==> src/rtl/sort_pkg.sv <==
// Shared definitions for the 4-entry sort stage and its upstream feeder:
// slot count, feeder state encoding and the pad word used to fill short batches.
package sort_pkg;

  localparam int SORT_N    = 4;
  localparam int MAX_WIDTH = 64;

  typedef enum logic [1:0] {
    FEED_FILL = 2'd0,
    FEED_WAIT = 2'd1,
    FEED_KICK = 2'd2
  } feed_state_t;

  // All-ones in the low `width` bits: the largest unsigned value, so pads sort last.
  function automatic logic [MAX_WIDTH-1:0] pad_word(input int width);
    return {MAX_WIDTH{1'b1}} >> (MAX_WIDTH - width);
  endfunction

endpackage

==> src/rtl/sort_feeder.sv <==
// Assembles a valid/ready word stream into padded 4-word batches, presents them
// to the sort stage and paces kicks against the sorter's busy flag.
module sort_feeder
  import sort_pkg::*;
#(
  parameter int WIDTH = 32
) (
  input  logic             CLK,
  input  logic             RST,
  input  logic [WIDTH-1:0] din,
  input  logic             din_valid,
  input  logic             din_last,
  output logic             din_ready,
  output logic [WIDTH-1:0] out_0,
  output logic [WIDTH-1:0] out_1,
  output logic [WIDTH-1:0] out_2,
  output logic [WIDTH-1:0] out_3,
  output logic [2:0]       valid_count,
  output logic             kick,
  input  logic             busy
);

  localparam logic [MAX_WIDTH-1:0] PAD_WIDE  = pad_word(WIDTH);
  localparam logic [WIDTH-1:0]     PAD       = PAD_WIDE[WIDTH-1:0];
  localparam logic [1:0]           LAST_SLOT = 2'(SORT_N - 1);

  feed_state_t                   state;
  feed_state_t                   state_next;
  logic [1:0]                    cnt;
  logic [SORT_N-1:0][WIDTH-1:0]  slot;
  logic                          accept;
  logic                          close;

  assign accept = din_valid && din_ready;
  assign close  = (cnt == LAST_SLOT) || din_last;

  // NOTE: sequential state uses non-blocking assignments so every flop sees pre-edge values.
  always_ff @(posedge CLK or posedge RST) begin
    if (RST) state <= FEED_FILL;
    else     state <= state_next;
  end

  // NOTE: state_next gets a default first so no path through the case infers a latch.
  always_comb begin
    state_next = state;
    case (state)
      FEED_FILL: if (accept && close) state_next = FEED_WAIT;
      FEED_WAIT: if (!busy)           state_next = FEED_KICK;
      FEED_KICK: if (busy)            state_next = FEED_FILL;
      default:                        state_next = FEED_FILL;
    endcase
  end

  always_comb begin
    din_ready = (state == FEED_FILL) && !RST;
    kick      = (state == FEED_KICK);
  end

  // NOTE: only four words deep, so the slots are reset like ordinary registers.
  always_ff @(posedge CLK or posedge RST) begin
    if (RST) begin
      slot        <= '0;
      cnt         <= '0;
      valid_count <= '0;
    end else if (accept) begin
      for (int i = 0; i < SORT_N; i++) begin
        if (2'(i) == cnt)
          slot[i] <= din;
        else if (close && (2'(i) > cnt))
          slot[i] <= PAD;
      end
      if (close) begin
        valid_count <= {1'b0, cnt} + 3'd1;
        cnt         <= '0;
      end else begin
        cnt <= cnt + 2'd1;
      end
    end
  end

  // Slots stay untouched through WAIT/KICK because no handshake happens there.
  assign out_0 = slot[0];
  assign out_1 = slot[1];
  assign out_2 = slot[2];
  assign out_3 = slot[3];

endmodule

==> config.mk <==
export PLATFORM = sky130hd
export DESIGN_NAME = sort_feeder
export DESIGN_NICKNAME = d
export VERILOG_FILES = /design/src/rtl/sort_pkg.sv /design/src/rtl/sort_feeder.sv
export SDC_FILE = /design/constraint.sdc
export NUM_CORES = 1
export LEC_CHECK = 0
export BUFFER_PORTS_ARGS = -buffer_cell sky130_fd_sc_hd__buf_4
export CAP_MARGIN = 20
export CORE_ASPECT_RATIO = 0.75
export CORE_MARGIN = 10
export CORE_UTILIZATION = 50
export DETAILED_ROUTE_END_ITERATION = 10
export GPL_TIMING_DRIVEN = 0
export PLACE_DENSITY = 0.79
export SYNTH_ARGS = -nofsm -noshare
export SYNTH_HDL_FRONTEND = slang
export SYNTH_SLANG_ARGS = --single-unit
==> constraint.sdc <==
create_clock -name CLK -period 5.1 [get_ports CLK]
set_input_delay 0.255 -clock CLK [delete_from_list [all_inputs] [get_ports CLK]]
set_output_delay 0.255 -clock CLK [all_outputs]
set_load 0.01 [all_outputs]
# Word level (Yosys, flattened, before mapping)
# Index checks and enable logic that the tools add are counted.
[word_totals]
regBits = 135
input_bits = 37
output_inout_bits = 133
elab_cells = 56
[op_classes]
addsub = 2
magnitude_cmp = 4
eq_ne = 9
mux = 13
n_reduce_logical = 21
[ops]
columns = ["cell", "count"]
rows = [
  ["$mux W32", 8],
  ["$reduce_and A2 Y1", 5],
  ["$mux W2", 4],
  ["$reduce_bool A2 Y1", 4],
  ["$logic_and A1 B1 Y1", 7],
  ["$pmux W2 S3", 1],
  ["$eq A2 B2 Y1 const A", 2],
  ["$eq A2 B2 Y1 const B", 2],
  ["$gt A1 B2 Y1 const A", 2],
  ["$gt A2 B2 Y1 const A", 2],
  ["$logic_not A2 Y1", 2],
  ["$ne A2 B2 Y1 const B", 2],
  ["$add A2 B1 Y3 const B", 1],
  ["$reduce_and A3 Y1", 1],
  ["$add A2 B1 Y2 const B", 1],
  ["$eq A1 B2 Y1 const A", 1],
  ["$eq A2 B1 Y1 const B", 1],
  ["$ne A2 B1 Y1 const B", 1],
  ["$logic_not A1 Y1", 1],
  ["$logic_or A1 B1 Y1", 1],
]

# Depth between registers and ports, before layout
[depth]
ltp_word = 6
depth_mapped = 6
depth_no_buf = 5

# Worst setup path before layout
# No wires, ideal clock.
[synth_timing]
kind = "flip-flop to flip-flop"
from = "register state[0]"
to = "register slot, in the netlist out_2[0]"
setup_time_ps = 127
arrival_ps = 1761
t_required_ps = 4973
slack_ps = 3212
path_stages_with_launch = 6
path_buffers = 2
synth_period_minus_slack_ps = 1888
cell_sequence = "dfrtp_1 > or4b_1 > buf_2 > a21oi_4 > buf_6 > mux2_1"
[synth_between]
elab_chain_len = 4
[synth_lines]
columns = ["item", "line", "text"]
rows = [
  ["start, declared", "sort_feeder.sv:27", "feed_state_t state;"],
  ["start signal, assigned", "sort_feeder.sv:40", "else state <= state_next;"],
  ["$logic_not A2 Y1", "sort_feeder.sv:55", "din_ready = (state == FEED_FILL) && !RST;"],
  ["$logic_and A1 B1 Y1", "sort_feeder.sv:55", ""],
  ["$logic_and A1 B1 Y1", "sort_feeder.sv:34", "assign accept = din_valid && din_ready;"],
  ["$reduce_and A2 Y1 (no line)", "-", ""],
  ["end signal, assigned by index", "sort_feeder.sv:68", "slot[i] <= din;"],
  ["end, declared", "sort_feeder.sv:30", "logic [SORT_N-1:0][WIDTH-1:0] slot;"],
]
# No other way between the ends.
# A chain may end at the register's enable or synchronous reset.

# Final worst setup path
[layout_timing]
from = "input RST"
to = "register slot, in the netlist out_0[22]"
[layout_between]
elab_chain_len = 4
[layout_lines]
columns = ["item", "line", "text"]
rows = [
  ["start, declared", "sort_feeder.sv:9", "input logic RST,"],
  ["$logic_not A1 Y1 (no line)", "-", ""],
  ["$logic_and A1 B1 Y1", "sort_feeder.sv:55", ""],
  ["$logic_and A1 B1 Y1", "sort_feeder.sv:34", ""],
  ["$reduce_and A2 Y1 (no line)", "-", ""],
]
# No other way between the ends.

==> impl_metrics.env <==
export IMPL_final_setup_viol_count=0
export IMPL_first_pass_iters=4
export IMPL_coreArea_mm2=0.0102
export IMPL_status="finished, final reports clean"
export IMPL_syn_area_mm2=0.00522
export IMPL_track_usage_pct=19.8
export IMPL_overflow=0
export IMPL_synth_seq_cells=135
export IMPL_critPathTopFamily="buffers and inverters"
export IMPL_ios=170
export IMPL_crit_path_end_kind="flip-flop"
export IMPL_hold_path_endpoint="state[1]"
export IMPL_cts_num_sinks=135
export IMPL_path_max_fanout=10
export IMPL_syn_num_nets=393
export IMPL_min_path_cells=2
export IMPL_grt_max_degree=73
export IMPL_hp_start="busy"
export IMPL_dieArea_mm2=0.0150
export IMPL_hpwl_um=10800
export IMPL_post_route_cell_area_mm2=0.00730
export IMPL_netlist_cell_type_count=23
export IMPL_maxSlewHeadroom_pct=56.1
export IMPL_die_w_um=138
export IMPL_final_hold_violation_count=0
export IMPL_reg2reg_from="state[0]"
export IMPL_crit_required_ps=5380
export IMPL_cts_tree="built"
export IMPL_synth_edf_count=0
export IMPL_cap_violations=0
export IMPL_worst_pin_slew_ps=658
export IMPL_drive_gt1_share_pct=45.6
export IMPL_power_leakage_nw=2.98
export IMPL_rows=32
export IMPL_finalCriticalPeriod_ps=2160
export IMPL_p_total_mw=4.69
export IMPL_drt_iter0_markers=267
export IMPL_fin_skew_ps=8.82
export IMPL_p_per_area_mw_per_mm2=642
export IMPL_syn_avg_cell_area_um2=14.8
export IMPL_die_h_um=109
export IMPL_ys_seq_area_share_pct=64.7
export IMPL_ir_drop_uv=397
export IMPL_diodes=0
export IMPL_cp_startpoint="RST"
export IMPL_async_flop_share_pct=100
export IMPL_fin_nets=583
export IMPL_reg2reg_to="out_0[22]"
export IMPL_grt_pass1_vias=4029
export IMPL_slowest_stage="dlygate4sd3_1"
export IMPL_route_detailed_drc=0
export IMPL_final_cells=691
export IMPL_ant_nets=0
export IMPL_yosys_most_used_dff="dfrtp_1"
export IMPL_h_tree_depth=4
export IMPL_worst_slack_ps=2940
export IMPL_path_clk_slew_ps=50
export IMPL_crit_arrival_ps=2440
export IMPL_slowest_delay_ps=530
export IMPL_root_buffer="clkbuf_16"
export IMPL_io_buffers=169
export IMPL_worst_hold_slack_ps=24.2
export IMPL_syn_inst=352
export IMPL_post_cts_buffers=0
export IMPL_post_drt_wl_per_cell_um=21.0
export IMPL_antenna_found_initial=0
export IMPL_crit_path_start_kind="primary input"
export IMPL_critPathBufInv=3
export IMPL_syn2layout_area_growth_pct=39.9
export IMPL_yosys_warnings=0
export IMPL_reg2reg_depth=4
export IMPL_pre_cts_ws_ps=2940
export IMPL_slew_viol_final=0
export IMPL_via_per_inst=5.34
export IMPL_vias=3687
export IMPL_dp_cells=658
export IMPL_clk_path_buf_depth=2
export IMPL_totalWireLength_um=14500
export IMPL_place_area_mm2=0.00669
export IMPL_cp_cell_sequence="dlygate4sd3_1, buf_4, nor4b_2, nand2_1, buf_1, mux2_2"
export IMPL_finalCritPeriodShare_pct=42.4
export IMPL_critPathKind="primary input to flip-flop"
export IMPL_rsz0062_at_grt="false"
export IMPL_hold_class="primary input to flip-flop"
export IMPL_worstSkewPairLatency_ps=410
export IMPL_gp_congestion=0.795
export IMPL_grt_pass1_wl_um=22900
export IMPL_cts_buffers=17
export IMPL_fmax_ghz=0.463
export IMPL_r2r_setup_slack_ps=2970
export IMPL_start_util_pct=50.9
## final cells by class
cell class              instances  area, µm²
fillers                       747       2950
well taps                     136        170
flip-flops and latches        135       3380
plain buffers                  22        115
clock buffers                  20        447
repair buffers                171       1310
inverters                       5       23.8
multi-input cells             190       1710
clock inverters                12        153
## state kept, by name (all words and copies together) (netlist names)
| register | flops |
|---|---|
| out_0 | 32 |
| cnt | 2 |
| out_3 | 32 |
| out_1 | 32 |
| valid_count | 3 |
| out_2 | 32 |
| state | 2 |
## kinds of logic after synthesis
| logic type | Yosys count | synth area share [%] |
|---|---|---|
| buf+inv | 27 | 2.56 |
| xor+xnor | 1 | 0.168 |
| fa+ha+maj | 4 | 0.959 |
| mux | 66 | 14.2 |
| compound gates | 71 | 11.8 |
| flops | 135 | 64.7 |
| simple gates | 48 | 5.61 |
## Yosys cell counts, types with 2 or more instances
master    count  area (µm²)
mux2_2       36         405
o21ai_0       4        20.0
clkbuf_1      9        33.8
buf_2         8        40.0
inv_1         5        18.8
dfrtp_1     135        3380
nand2_1       6        22.5
nand2b_1     34         213
ha_1          4        50.1
mux2_1       30         338
o22a_1       64         561
nor2_1        3        11.3
buf_1         2        7.51
buf_6         3        33.8
## layer usage
layer / track usage (%) / vias to the layer above / share of wire, %
li1: - / 1657 / -
met1: 23.3 / 1896 / 39
met5: 0 / - / 0
met3: 6.30 / 15 / 7.6
met4: 6.76 / 0 / 1.4
met2: 33.7 / 119 / 52
## how the worst max path moves through the flow
| stage | endpoint | slack (ps) | cells past startpoint |
|---|---|---|---|
| floorplan | cnt[0] | 1230 | 1 |
| global placement | out_0[18] | -80 | 2 |
| detailed placement | out_0[8] | 2940 | 4 |
| CTS | out_0[5] | 2910 | 6 |
| global route | out_0[5] | 2810 | 4 |
| finish | out_0[22] | 2940 | 6 |
## placed cells by master (no fill, tap or decap), types with 2 or more instances in the layout
master      count
nand2b_1       34
nor2_1          3
buf_4         169
mux2_1         30
bufinv_16       3
clkinv_2        3
clkinv_4        2
buf_6           3
buf_1           2
clkbuf_1       11
clkbuf_16      17
buf_2           8
ha_1            4
clkinvlp_4      4
mux2_2         36
dfrtp_1       135
inv_1           4
o22a_1         64
o21ai_0         4
nand2_1         6
## worst reg2reg max path, cell delays in order, from the launching register on
cell     delay [ps]
dfrtp_1         440
nor4b_2         550
nand2_1         290
buf_1           370
mux2_2          370
## timing repair
action,CTS,global route
resized for setup,0,0
endpoints found under the hold margin,63,0
hold buffers,1,0
setup endpoints to repair,0,0
## where the power goes
group	internal, mW	leakage (nW)	switching, mW	total, mW
clock network	0.780	0.282	0.452	1.23
logic	0.925	1.31	0.758	1.68
registers	1.51	1.40	0.262	1.77
## per-stage QoR
stage / util (%) / TNS (ps)
2_1_floorplan: - / 0
3_3_place_gp: 65.0 / -10160
3_5_place_dp: 65.3 / 0
4_1_cts: 71.2 / 0
5_1_grt: 71.2 / 0
6_report: 71.2 / 0
(Power assumes the default switching activity.)
